==> src/rtl/gost_28147_89_mode_ctrl.sv <==
// Mode sequencer (ECB / gamma-CTR / optional CFB) in front of a single gost_28147_89 core.
// Optional CFB support is compiled in when GOST_CTRL_CFB_EN is defined.
module gost_28147_89_mode_ctrl #(
  parameter int   TIMEOUT  = 40,
  parameter logic SBOX_SEL = 1'b1
) (
  input  logic         clk_i,
  input  logic         rst_ni,
  input  logic [1:0]   cfg_mode_i,
  input  logic         cfg_dir_i,
  input  logic         cfg_key_we_i,
  input  logic [255:0] cfg_key_i,
  input  logic         cfg_iv_we_i,
  input  logic [63:0]  cfg_iv_i,
  input  logic         in_valid_i,
  output logic         in_ready_o,
  input  logic [63:0]  in_data_i,
  output logic         out_valid_o,
  input  logic         out_ready_i,
  output logic [63:0]  out_data_o,
  output logic         busy_o,
  output logic         err_o,
  output logic         core_kload_o,
  output logic [255:0] core_key_o,
  output logic         core_load_o,
  output logic [63:0]  core_pdata_o,
  output logic         core_mode_o,
  output logic         core_select_o,
  input  logic         core_done_i,
  input  logic [63:0]  core_cdata_i
);

  // state   | meaning
  // IDLE    | no message open (after reset, illegal mode or watchdog)
  // PREP    | CTR only: core encrypting the IV into the counter n
  // WAIT_IN | message open, waiting for an input block
  // RUN     | core processing the accepted block
  // OUT     | result held on out_data until out_ready
  typedef enum logic [2:0] {
    ST_IDLE    = 3'd0,
    ST_PREP    = 3'd1,
    ST_WAIT_IN = 3'd2,
    ST_RUN     = 3'd3,
    ST_OUT     = 3'd4
  } state_e;

  localparam logic [1:0] MODE_ECB = 2'b00;
  localparam logic [1:0] MODE_CTR = 2'b01;
`ifdef GOST_CTRL_CFB_EN
  localparam logic [1:0] MODE_CFB = 2'b10;
`endif

  localparam int            WdW     = $clog2(TIMEOUT + 1);
  localparam logic [WdW-1:0] WD_INIT = WdW'(TIMEOUT - 1);

  state_e         state_q;
  logic [1:0]     mode_q;
  logic           dir_q;
  logic           err_q;
  logic           kload_q;
  logic [255:0]   key_q;
  logic           load_q;
  logic [63:0]    pdata_q;
  logic [63:0]    n_q;
  logic [63:0]    in_buf_q;
  logic [63:0]    out_data_q;
  logic           out_valid_q;
  logic [WdW-1:0] wd_q;
`ifdef GOST_CTRL_CFB_EN
  logic [63:0]    fb_q;
`endif

  logic        open_st;
  logic        done_ok;
  logic [32:0] hi_sum;
  logic [63:0] n_step_d;
  logic [63:0] pdata_d;
  logic [63:0] result_d;

  assign open_st = (state_q == ST_IDLE) || (state_q == ST_WAIT_IN);
  // A done seen while our own load pulse is still out belongs to an earlier operation.
  assign done_ok = core_done_i && !load_q;

  // Low word steps mod 2^32, high word mod 2^32-1 via end-around carry.
  assign hi_sum   = {1'b0, n_q[63:32]} + 33'h0_0101_0104;
  assign n_step_d = {hi_sum[31:0] + {31'd0, hi_sum[32]}, n_q[31:0] + 32'h0101_0101};

  always_comb begin
    pdata_d = in_data_i;
    case (mode_q)
      MODE_CTR: pdata_d = n_step_d;
`ifdef GOST_CTRL_CFB_EN
      MODE_CFB: pdata_d = fb_q;
`endif
      default:  pdata_d = in_data_i;
    endcase
  end

  always_comb begin
    result_d = core_cdata_i;
    if (mode_q != MODE_ECB) result_d = in_buf_q ^ core_cdata_i;
  end

  always_ff @(posedge clk_i or negedge rst_ni) begin
    if (!rst_ni) begin
      state_q     <= ST_IDLE;
      mode_q      <= 2'b00;
      dir_q       <= 1'b0;
      err_q       <= 1'b0;
      kload_q     <= 1'b0;
      key_q       <= '0;
      load_q      <= 1'b0;
      pdata_q     <= '0;
      n_q         <= '0;
      in_buf_q    <= '0;
      out_data_q  <= '0;
      out_valid_q <= 1'b0;
      wd_q        <= '0;
`ifdef GOST_CTRL_CFB_EN
      fb_q        <= '0;
`endif
    end else begin
      kload_q <= 1'b0;
      load_q  <= 1'b0;

      if (cfg_key_we_i) begin
        if (open_st) begin
          kload_q <= 1'b1;
          key_q   <= cfg_key_i;
        end else begin
          err_q <= 1'b1;
        end
      end

      case (state_q)
        ST_IDLE, ST_WAIT_IN: begin
          // A new IV wins over a simultaneous input handshake.
          if (cfg_iv_we_i) begin
            mode_q <= cfg_mode_i;
            dir_q  <= cfg_dir_i;
            err_q  <= 1'b0;
            case (cfg_mode_i)
              MODE_ECB: state_q <= ST_WAIT_IN;
              MODE_CTR: begin
                pdata_q <= cfg_iv_i;
                load_q  <= 1'b1;
                wd_q    <= WD_INIT;
                state_q <= ST_PREP;
              end
`ifdef GOST_CTRL_CFB_EN
              MODE_CFB: begin
                fb_q    <= cfg_iv_i;
                state_q <= ST_WAIT_IN;
              end
`endif
              default: begin
                err_q   <= 1'b1;
                state_q <= ST_IDLE;
              end
            endcase
          end else if ((state_q == ST_WAIT_IN) && in_valid_i) begin
            in_buf_q <= in_data_i;
            pdata_q  <= pdata_d;
            load_q   <= 1'b1;
            wd_q     <= WD_INIT;
            state_q  <= ST_RUN;
            if (mode_q == MODE_CTR) n_q <= n_step_d;
          end
        end

        ST_PREP: begin
          if (cfg_iv_we_i) err_q <= 1'b1;
          if (done_ok) begin
            n_q     <= core_cdata_i;
            state_q <= ST_WAIT_IN;
          end else if (wd_q == '0) begin
            err_q   <= 1'b1;
            state_q <= ST_IDLE;
          end else begin
            wd_q <= wd_q - WdW'(1);
          end
        end

        ST_RUN: begin
          if (cfg_iv_we_i) err_q <= 1'b1;
          if (done_ok) begin
            out_data_q  <= result_d;
            out_valid_q <= 1'b1;
            state_q     <= ST_OUT;
`ifdef GOST_CTRL_CFB_EN
            if (mode_q == MODE_CFB) fb_q <= dir_q ? in_buf_q : result_d;
`endif
          end else if (wd_q == '0) begin
            err_q   <= 1'b1;
            state_q <= ST_IDLE;
          end else begin
            wd_q <= wd_q - WdW'(1);
          end
        end

        ST_OUT: begin
          if (cfg_iv_we_i) err_q <= 1'b1;
          if (out_ready_i) begin
            out_valid_q <= 1'b0;
            state_q     <= ST_WAIT_IN;
          end
        end

        default: state_q <= ST_IDLE;
      endcase
    end
  end

  assign in_ready_o    = (state_q == ST_WAIT_IN);
  assign busy_o        = !open_st;
  assign out_valid_o   = out_valid_q;
  assign out_data_o    = out_data_q;
  assign err_o         = err_q;
  assign core_kload_o  = kload_q;
  assign core_key_o    = key_q;
  assign core_load_o   = load_q;
  assign core_pdata_o  = pdata_q;
  // Stream modes only ever run the core forwards.
  assign core_mode_o   = (mode_q == MODE_ECB) && dir_q;
  assign core_select_o = SBOX_SEL;

endmodule
==> config.mk <==
export PLATFORM = sky130hd
export DESIGN_NAME = gost_28147_89_mode_ctrl
export DESIGN_NICKNAME = d
export VERILOG_FILES = /design/src/rtl/gost_28147_89_mode_ctrl.sv
export SDC_FILE = /design/constraint.sdc
export NUM_CORES = 1
export LEC_CHECK = 0
export CORE_AREA = 2 2 333 335
export DETAILED_ROUTE_END_ITERATION = 8
export DIE_AREA = 0 0 335 337
export GPL_TIMING_DRIVEN = 0
export SYNTH_ARGS = -nofsm -noshare
export SYNTH_HDL_FRONTEND = slang
export SYNTH_SLANG_ARGS = --single-unit
export TNS_END_PERCENT = 5
==> constraint.sdc <==
create_clock -name clk_i -period 4.8 [get_ports clk_i]
set_clock_uncertainty 0.2 [all_clocks]
set_input_delay 0.48 -clock clk_i [delete_from_list [all_inputs] [get_ports clk_i]]
set_output_delay 0.48 -clock clk_i [all_outputs]
set_load 0.01 [all_outputs]
* After elaboration in Yosys (flattened, before gate mapping)
Cells that the tools add are included.
** Storage, ports and cells
- Flip-flop bits (word level) :: 528
- Input bits :: 458
- Logic and storage cells :: 104
- Output and inout port bits :: 392
** Operators by class
- Reductions and logical operators :: 27
- Mux-type cells :: 41
- Add/sub/neg operators :: 4
- Equal/unequal tests :: 17
- Bitwise operators :: 2
** Operators with widths (count)
- $mux W64 :: 9
- $pmux W64 S2 :: 1
- $xor A64 B64 Y64 :: 1
- $add A32 B25 Y33 const B :: 1
- $add A32 B1 Y32 :: 1
- $add A32 B25 Y32 const B :: 1
- $mux W6 :: 5
- $mux W3 :: 6
- $ne A2 B2 Y1 const B :: 8
- $mux W1 :: 15
- $pmux W3 S4 :: 1
- $pmux W6 S2 :: 1
- $reduce_and A5 Y1 :: 2
- $reduce_bool A2 Y1 :: 5
- $reduce_and A3 Y1 :: 3
- $reduce_and A2 Y1 :: 4
- $eq A3 B2 Y1 const B :: 2
- $logic_not A6 Y1 :: 1
- $reduce_or A2 Y1 :: 3
- $sub A6 B1 Y6 const B :: 1
- $eq A2 B1 Y1 const B :: 2
- $logic_not A2 Y1 :: 2
- $pmux W2 S2 :: 1
- $eq A3 B1 Y1 const B :: 1
- 11 further kinds :: 14

* Logic depth before layout (Yosys ltp)
Gate-level depths: netlist of the first run.
- Depth after elaboration :: 8
- Mapped depth :: 17
- Depth with buffers taken out :: 15

* Worst setup path before layout of the first run
Ideal clock, no wire load.
- Path kind :: register to register
- From :: reg n_q[41]
- To :: reg pdata_q[50] (netlist: core_pdata_o[50])
- Path buffers :: 1
- Clock period less this slack :: 3.727 ns
- Arrival :: 3.394 ns
- Cell stages (with the launch flop) :: 16
- Path slack :: 1.073 ns
- Setup time :: 0.132 ns
- Required time :: 4.468 ns
- Path through :: dfrtp_1 -> buf_2 -> nand4_4 -> nor2_2 -> a21o_1 -> a21oi_1 -> nor3_1 -> ha_1 -> ha_1 -> nand4_1 -> a2111oi_2 -> nand2b_1 -> or2_4 -> and3_1 -> a2111oi_1 -> o21ai_1
** Between the ends
- Longest elaborated chain between the ends :: 5
** Ends and longest elaborated chain
- from (decl) :: line 64 : logic [63:0] n_q;
- from (signal assigned) :: line 167 : if (mode_q == MODE_CTR) n_q <= n_step_d;
- from (signal assigned) :: line 174 : n_q <= core_cdata_i;
- $add A32 B25 Y33 :: line 85 : assign hi_sum = {1'b0, n_q[63:32]} + 33'h0_0101_0104;
- $add A32 B1 Y32 :: line 86 : assign n_step_d = {hi_sum[31:0] + {31'd0, hi_sum[32]}, n_q[31:0] + 32'h0101_0101};
- $mux W64 :: line 90 : case (mode_q)
- $mux W64 :: line 161 : end else if ((state_q == ST_WAIT_IN) && in_valid_i) begin
- $mux W64 :: line 138 : if (cfg_iv_we_i) begin
- to (signal assigned) :: line 145 : pdata_q <= cfg_iv_i;
- to (signal assigned) :: line 163 : pdata_q <= pdata_d;
- to (decl) :: line 63 : logic [63:0] pdata_q;
No other way between the ends. The select of a mux whose other input is x is not followed.
A chain may end at the register's enable or synchronous reset.

* Final worst setup path of the first run
- From :: reg n_q[39]
- To :: reg pdata_q[50] (netlist: core_pdata_o[50])
The elaborated chain is that of the path after synthesis.

==> flow_summary_export.csv, run 1 <==
group,metric,value,unit
status,outcome,"completed",
floorplan,fp.dieW,335,um
worst_setup_path,path_max_fanout,8,
power_and_ir_drop,max-vdd-ir-drop,0.000366,V
clock_network,clock_sinks,528,
synthesis,yosys-top-cells-count,"dfrtp_1, nand2_1, mux2_2",
timing,fin_setup_tns,0,ps
timing,hold_viol_final,0,
synthesis,synth_cells,2416,
worst_setup_path,crit_path_cell_trace,"and4_1 > buf_6 > a21o_4 > a21o_1 > a21oi_1 > nor3_4 > ha_1 > ha_1 > nand4_1 > a2111oi_4 > nand2b_2 > or2_4 > and3_1 > a2111oi_4 > o21ai_1",
timing,finalMaxSlewViolations,0,
global_route,globalRouteOverflowTotal,0,
cells_and_area,fillers,11300,
cells_and_area,areaGrowthSynthToFinish,51.4,%
synthesis,synth_edf_count,0,
clock_network,cts_tree,"done",
clock_network,insertion_delay,640,ps
clock_network,numCtsBuffers,67,
cells_and_area,drive_gt1_frac,0.121,
synthesis,yosysTopAreaCell,"dfrtp_1",
detailed_routing,drt_wl_total,131,mm
placed_design,placed_area,34900,um^2
job,drv_cap,0,
floorplan,num_io_pins,850,
timing,relSlewSlack,0.0688,
detailed_routing,drt-wirelength-per-cell,27.2,um
detailed_routing,drc,0,
worst_setup_path,cp.arrival,4910,ps
placed_design,numPortBuffers,847,
synthesis,syn_nets,2881,
detailed_routing,vias_per_cell,4.72,
worst_setup_path,worst_setup_path_end_kind,"flip-flop",
global_route,antenna_found_initial,43,
timing,grt_setup_unrepaired,"no",
worst_setup_path,worstSetupStartpointType,"flip-flop",
global_route,grt_start_max_net_pins,108,
detailed_routing,postRouteAntennaNets,0,
worst_setup_path,critPathBufInv,1,
clock_network,max-clock-path-buffers,3,
floorplan,start_util,0.224,
cells_and_area,finalCoreUtilization,0.339,
synthesis,ys_ff_latch,528,
synthesis,avgSynthCellArea,10.2,um^2
synthesis,async_flop_share,1.00,
clock_network,cts_root_buf,"clkbuf_16",
timing,tightest_slew,1400,ps
worst_setup_path,crit_slowest_cell,"dfrtp_1",
floorplan,row_count,122,
synthesis,synth_warnings,0,
detailed_routing,drtPass1Iterations,5,
worst_setup_path,critPathMaxStageDelay,510,ps
synthesis,synth_area,24500,um^2
placed_design,hpwl,103,mm
detailed_routing,drt_iter0_drc,1713,
global_route,grt_pass1_vias,22600,
synthesis,ys_types,71,
synthesis,synth_most_common_cell,"dfrtp_1",
clock_network,htree_levels,3,
global_route,gr-usage-all-layers,0.224,
cells_and_area,design_area,37200,um^2
cells_and_area,multiInputGateArea,10700,um^2
min_path,hold_path_class,"input port to asynchronous set/reset pin",
worst_setup_path,critical_path_class,"flip-flop to flip-flop",
timing,finalCritPeriodShare,0.963,
power_and_ir_drop,power.density,687,nW/um^2
timing,whs,188,ps
cells_and_area,seqCellArea,13200,um^2
worst_setup_path,cp_top_family,"simple AND/OR/NAND/NOR gates",
synthesis,synth.yosys.seq_area_share,0.538,
detailed_routing,vias,22700,
worst_setup_path,required,5090,ps
floorplan,core-area,110000,um^2
synthesis,synth_area_leaders,"dfrtp_1, mux2_2, nand2_1, o21ai_0, xor2_1",
clock_network,post_cts_buffers,0,
synthesis,synth_ff_type,"dfrtp_1",
global_route,grt_pass1_wl,179,mm
timing,fin_crit,4620,ps
cells_and_area,nets,3803,
synthesis,synth_top_area_frac,0.538,
clock_network,path_clk_slew,60,ps
timing,setup_ws,177,ps
floorplan,die_h,337,um
timing,fmax,216,MHz
placed_design,gp_congestion,0.939,
floorplan,die_area,113000,um^2
placed_design,place_ws,-950,ps
timing,setup_viol,0,
power_and_ir_drop,power.leakage,15.2,nW
[cell usage in the layout (no fill, tap or decap), types with 8 or more instances in the layout]
| cell | netlist | final |
|---|---|---|
| clkdlybuf4s50_1 | 0 | 846 |
| dfrtp_1 | 528 | 527 |
| nand2_1 | 512 | 511 |
| mux2_2 | 261 | 261 |
| o21ai_0 | 200 | 200 |
| clkbuf_1 | 130 | 144 |
| a21oi_1 | 142 | 142 |
| nor2_1 | 128 | 128 |
| xor2_1 | 86 | 86 |
| clkbuf_16 | 0 | 68 |
| xnor2_1 | 48 | 48 |
| a211oi_1 | 30 | 30 |
| nand3_1 | 29 | 29 |
| o22ai_1 | 24 | 24 |
| inv_1 | 22 | 22 |
| and3_1 | 22 | 22 |
| nor3_1 | 21 | 20 |
| a31oi_1 | 19 | 19 |
| a22oi_1 | 17 | 17 |
| buf_1 | 15 | 15 |
| clkinv_2 | 0 | 15 |
| or3_1 | 14 | 14 |
| o211ai_1 | 12 | 12 |
| mux2i_1 | 11 | 11 |
| buf_2 | 10 | 10 |
| nand4_1 | 8 | 8 |
| and2_1 | 8 | 8 |
| nor2b_1 | 8 | 8 |
| nor3b_1 | 8 | 8 |
[worst paths after layout]
kind	slack, ps	cells after the start	to	startpoint
max	180	15	core_pdata_o[50]	n_q[39]
min	190	2	core_pdata_o[11]	rst_ni
max reg2reg	180	15	core_pdata_o[50]	n_q[39]
min reg2reg	270	2	in_buf_q[58]	in_buf_q[58]
max in group asynchronous	2290	5	core_key_o[160]	rst_ni
min in group clk_i	200	3	in_buf_q[63]	in_data_i[63]
[registers in the layout, summed over array words and instances (netlist names)]
signal	count
core_key_o	256
core_kload_o	1
core_load_o	1
core_pdata_o	64
dir_q	1
err_o	1
in_buf_q	64
mode_q	2
n_q	64
out_data_o	64
out_valid_o	1
state_q	3
wd_q	6
[per-layer routing]
layer	part of all wire	routed length [um]	vias up	global-route usage
li1	-	-	10100	-
met1	0.38	50300	11300	0.261
met2	0.49	64300	1020	0.388
met3	0.087	11400	226	0.0681
met4	0.036	4770	36	0.0809
met5	0.0016	207	-	0
[logic make-up after synthesis]
| group | Yosys count | share of synthesized area |
|---|---|---|
| buffers and inverters | 181 | 0.0290 |
| other | 1 | 0.000153 |
| AO/OA/AOI/OAI | 491 | 0.116 |
| XOR/XNOR | 134 | 0.0478 |
| multiplexers | 272 | 0.124 |
| flip-flops | 528 | 0.538 |
| AND/OR/NAND/NOR | 802 | 0.140 |
| adder cells (fa/ha/maj) | 7 | 0.00357 |
[area by class of cell]
cell class / count / area share
antenna: 7 / 0.000471
timing repair buffer: 853 / 0.232
tap: 1426 / 0.0480
clock buffer: 90 / 0.0494
clock inverter: 28 / 0.00798
sequential: 528 / 0.356
multi-input combinational: 1707 / 0.287
buffer: 159 / 0.0170
inverter: 22 / 0.00222
[through the flow]
step	instances	total power [mW]
2_1_floorplan	2416	13.5
3_3_place_gp	4689	20.4
3_5_place_dp	4694	20.5
4_1_cts	4813	25.7
5_1_grt	4813	26.9
6_report	4820	25.5
[report_power, final]
part	switching, mW	internal, mW
sequential	1.40	6.62
combinational	6.68	5.72
clock	2.17	2.92
[worst register-to-register path, cell delays in order (launching register included)]
cell,delay [ps]
dfrtp_1,510
and4_1,260
buf_6,130
a21o_4,170
a21o_1,200
a21oi_1,190
nor3_4,340
ha_1,240
ha_1,290
nand4_1,240
a2111oi_4,430
nand2b_2,230
or2_4,310
and3_1,200
a2111oi_4,430
o21ai_1,130
[repair_timing]
action	CTS	global route
setup endpoints to repair	42	27
resized for setup	9	3
pin swaps	1	2
endpoints found under the hold margin	67	0
hold buffers	1	0
Power figures use the tool's default switching activity.
==> run 2, diff against run 1 <==
- CAP_MARGIN: not set -> 20
==> flow_summary_export.csv, run 2 (same netlist as run 1, synthesis figures left out) <==
group,metric,value,unit
floorplan,core-area,110000,um^2
detailed_routing,highest_layer,"met5",
floorplan,num_io_pins,850,
power_and_ir_drop,power.leakage,15.4,nW
timing,grt_setup_unrepaired,"no",
floorplan,start_util,0.224,
timing,hold_viol_final,0,
cells_and_area,finalCoreUtilization,0.342,
worst_setup_path,cp_top_family,"buffers and inverters",
detailed_routing,routed-wl-met2,64.0,mm
clock_network,post_cts_buffers,0,
detailed_routing,drc,0,
placed_design,numPortBuffers,847,
worst_setup_path,rrSetupSlack,180,ps
clock_network,cts_tree,"done",
worst_setup_path,path_max_fanout,11,
clock_network,path_clk_slew,60,ps
placed_design,gp_congestion,0.939,
global_route,gr-usage-all-layers,0.224,
detailed_routing,drt-wirelength-per-cell,27.2,um
timing,fin_crit,4620,ps
global_route,grt_start_max_net_pins,108,
timing,setup_viol,0,
power_and_ir_drop,max-vdd-ir-drop,0.000300,V
worst_setup_path,cp.arrival,4980,ps
worst_setup_path,crit_path_cell_trace,"clkbuf_1 > nor2_1 > nand2_2 > inv_1 > nand2_1 > a2bb2oi_1 > clkbuf_2 > clkbuf_1 > a21oi_1 > a21oi_1",
timing,relSlewSlack,0.165,
floorplan,die_h,337,um
detailed_routing,vias,22800,
timing,finalMaxSlewViolations,0,
worst_setup_path,critPathMaxStageDelay,830,ps
worst_setup_path,worstSetupStartpointType,"flip-flop",
global_route,globalRouteOverflowTotal,0,
detailed_routing,met3_length,11.3,mm
global_route,grt_pass1_vias,22800,
worst_setup_path,crit_slowest_cell,"clkbuf_1",
cells_and_area,final_common_cell,"clkdlybuf4s50_1",
worst_setup_path,r2r-end,"n_q[25]",
clock_network,htree_levels,3,
timing,finalCritPeriodShare,0.963,
clock_network,insertion_delay,650,ps
detailed_routing,drt_iter0_drc,1725,
worst_setup_path,required,5160,ps
cells_and_area,most-common-layout-cells,"clkdlybuf4s50_1, dfrtp_1, nand2_1",
status,outcome,"completed",
placed_design,placed_area,35000,um^2
clock_network,cts_root_buf,"clkbuf_16",
cells_and_area,areaGrowthSynthToFinish,52.9,%
timing,fmax,216,MHz
floorplan,die_area,113000,um^2
min_path,hold_path_class,"input port to asynchronous set/reset pin",
placed_design,hpwl,104,mm
detailed_routing,drt-met1-wl,50.4,mm
timing,tightest_slew,1250,ps
cells_and_area,design_area,37500,um^2
worst_setup_path,critical_path_class,"flip-flop to flip-flop",
worst_setup_path,ff2ff_path_depth,10,
clock_network,clock_sinks,528,
cells_and_area,largest_reg_flops,256,
global_route,grt_pass1_wl,179,mm
detailed_routing,drtPass1Iterations,6,
floorplan,fp.dieW,335,um
cells_and_area,fillers,11200,
worst_setup_path,startpoint,"state_q[2]",
global_route,antenna_found_initial,40,
clock_network,numCtsBuffers,69,
job,drv_cap,0,
detailed_routing,vias_per_cell,4.71,
worst_setup_path,worst_setup_path_end_kind,"flip-flop",
floorplan,row_count,122,
detailed_routing,postRouteAntennaNets,0,
clock_network,max-clock-path-buffers,3,
cells_and_area,nets,3808,
worst_setup_path,critPathBufInv,4,
power_and_ir_drop,power.density,697,nW/um^2
timing,whs,190,ps
worst_setup_path,r2r_start,"state_q[2]",
cells_and_area,drive_gt1_frac,0.126,
detailed_routing,drt_wl_total,131,mm
[run 2: changes by cell type in the layout (fill, tap and decap cells not counted), sizes merged]
| cell | delta |
|---|---|
| bufinv | +6 |
| diode | -1 |
| buf | +3 |
| clkinv | -9 |
| clkbuf | +5 |
| clkinvlp | +3 |
| inv | +3 |
[run 2: worst register-to-register path: cells and delay by family, from the launching register on]
family	cells	cell delay (ps)
compound gates	3	770
flops	1	360
simple gates	3	1220
buf+inv	4	1990
[run 2: cell type report]
type                            count  area [um^2]  share of cell area
Sequential cell                   528        13200               0.352
Clock buffer                       95         2000              0.0532
Buffer                            159          631              0.0168
Inverter                           22         82.6             0.00220
Clock inverter                     31          464              0.0124
Multi-Input combinational cell   1707        10700               0.284
Tap cell                         1426         1780              0.0475
Antenna cell                        6         15.0            0.000400
Timing Repair Buffer              856         8670               0.231
[run 2: stage by stage]
stage               setup slack, ps  total power [mW]  setup TNS, ps  std cells
floorplan                      1070              13.5              0       2416
global placement             -22640              20.4              -       4689
detailed placement            -1010              20.5         -64440       4696
CTS                            -103              26.4           -103       4823
global route                   39.5              27.5              0       4824
finish                          177              26.2              0       4830
[run 2: how the worst max path moves through the flow]
stage                        to  slack, ps  depth (start not counted)
5_1_grt        core_pdata_o[48]         40                         15
4_1_cts        core_pdata_o[50]       -100                         15
3_3_place_gp    core_key_o[159]     -22640                          1
3_5_place_dp            n_q[23]      -1010                         11
2_1_floorplan  core_pdata_o[50]       1070                         15
6_report                n_q[25]        180                         10
[run 2: repair_timing]
action	in CTS	in global routing
resized for setup	6	5
hold endpoints to repair	67	0
pin swaps	0	2
hold buffers	1	0
setup endpoints to repair	42	13
[run 2: layer usage]
metal / track usage / vias to the layer above
li1: - / 10200
met1: 0.261 / 11300
met2: 0.384 / 1004
met3: 0.0671 / 226
met4: 0.0905 / 38
met5: 0 / -
[run 2: power by group]
group / internal (mW) / switching (mW) / leakage, nW
Clock: 3.48 / 2.23 / 1.20
Sequential: 6.62 / 1.39 / 6.35
Combinational: 5.74 / 6.70 / 7.84
Total: 15.8 / 10.3 / 15.4
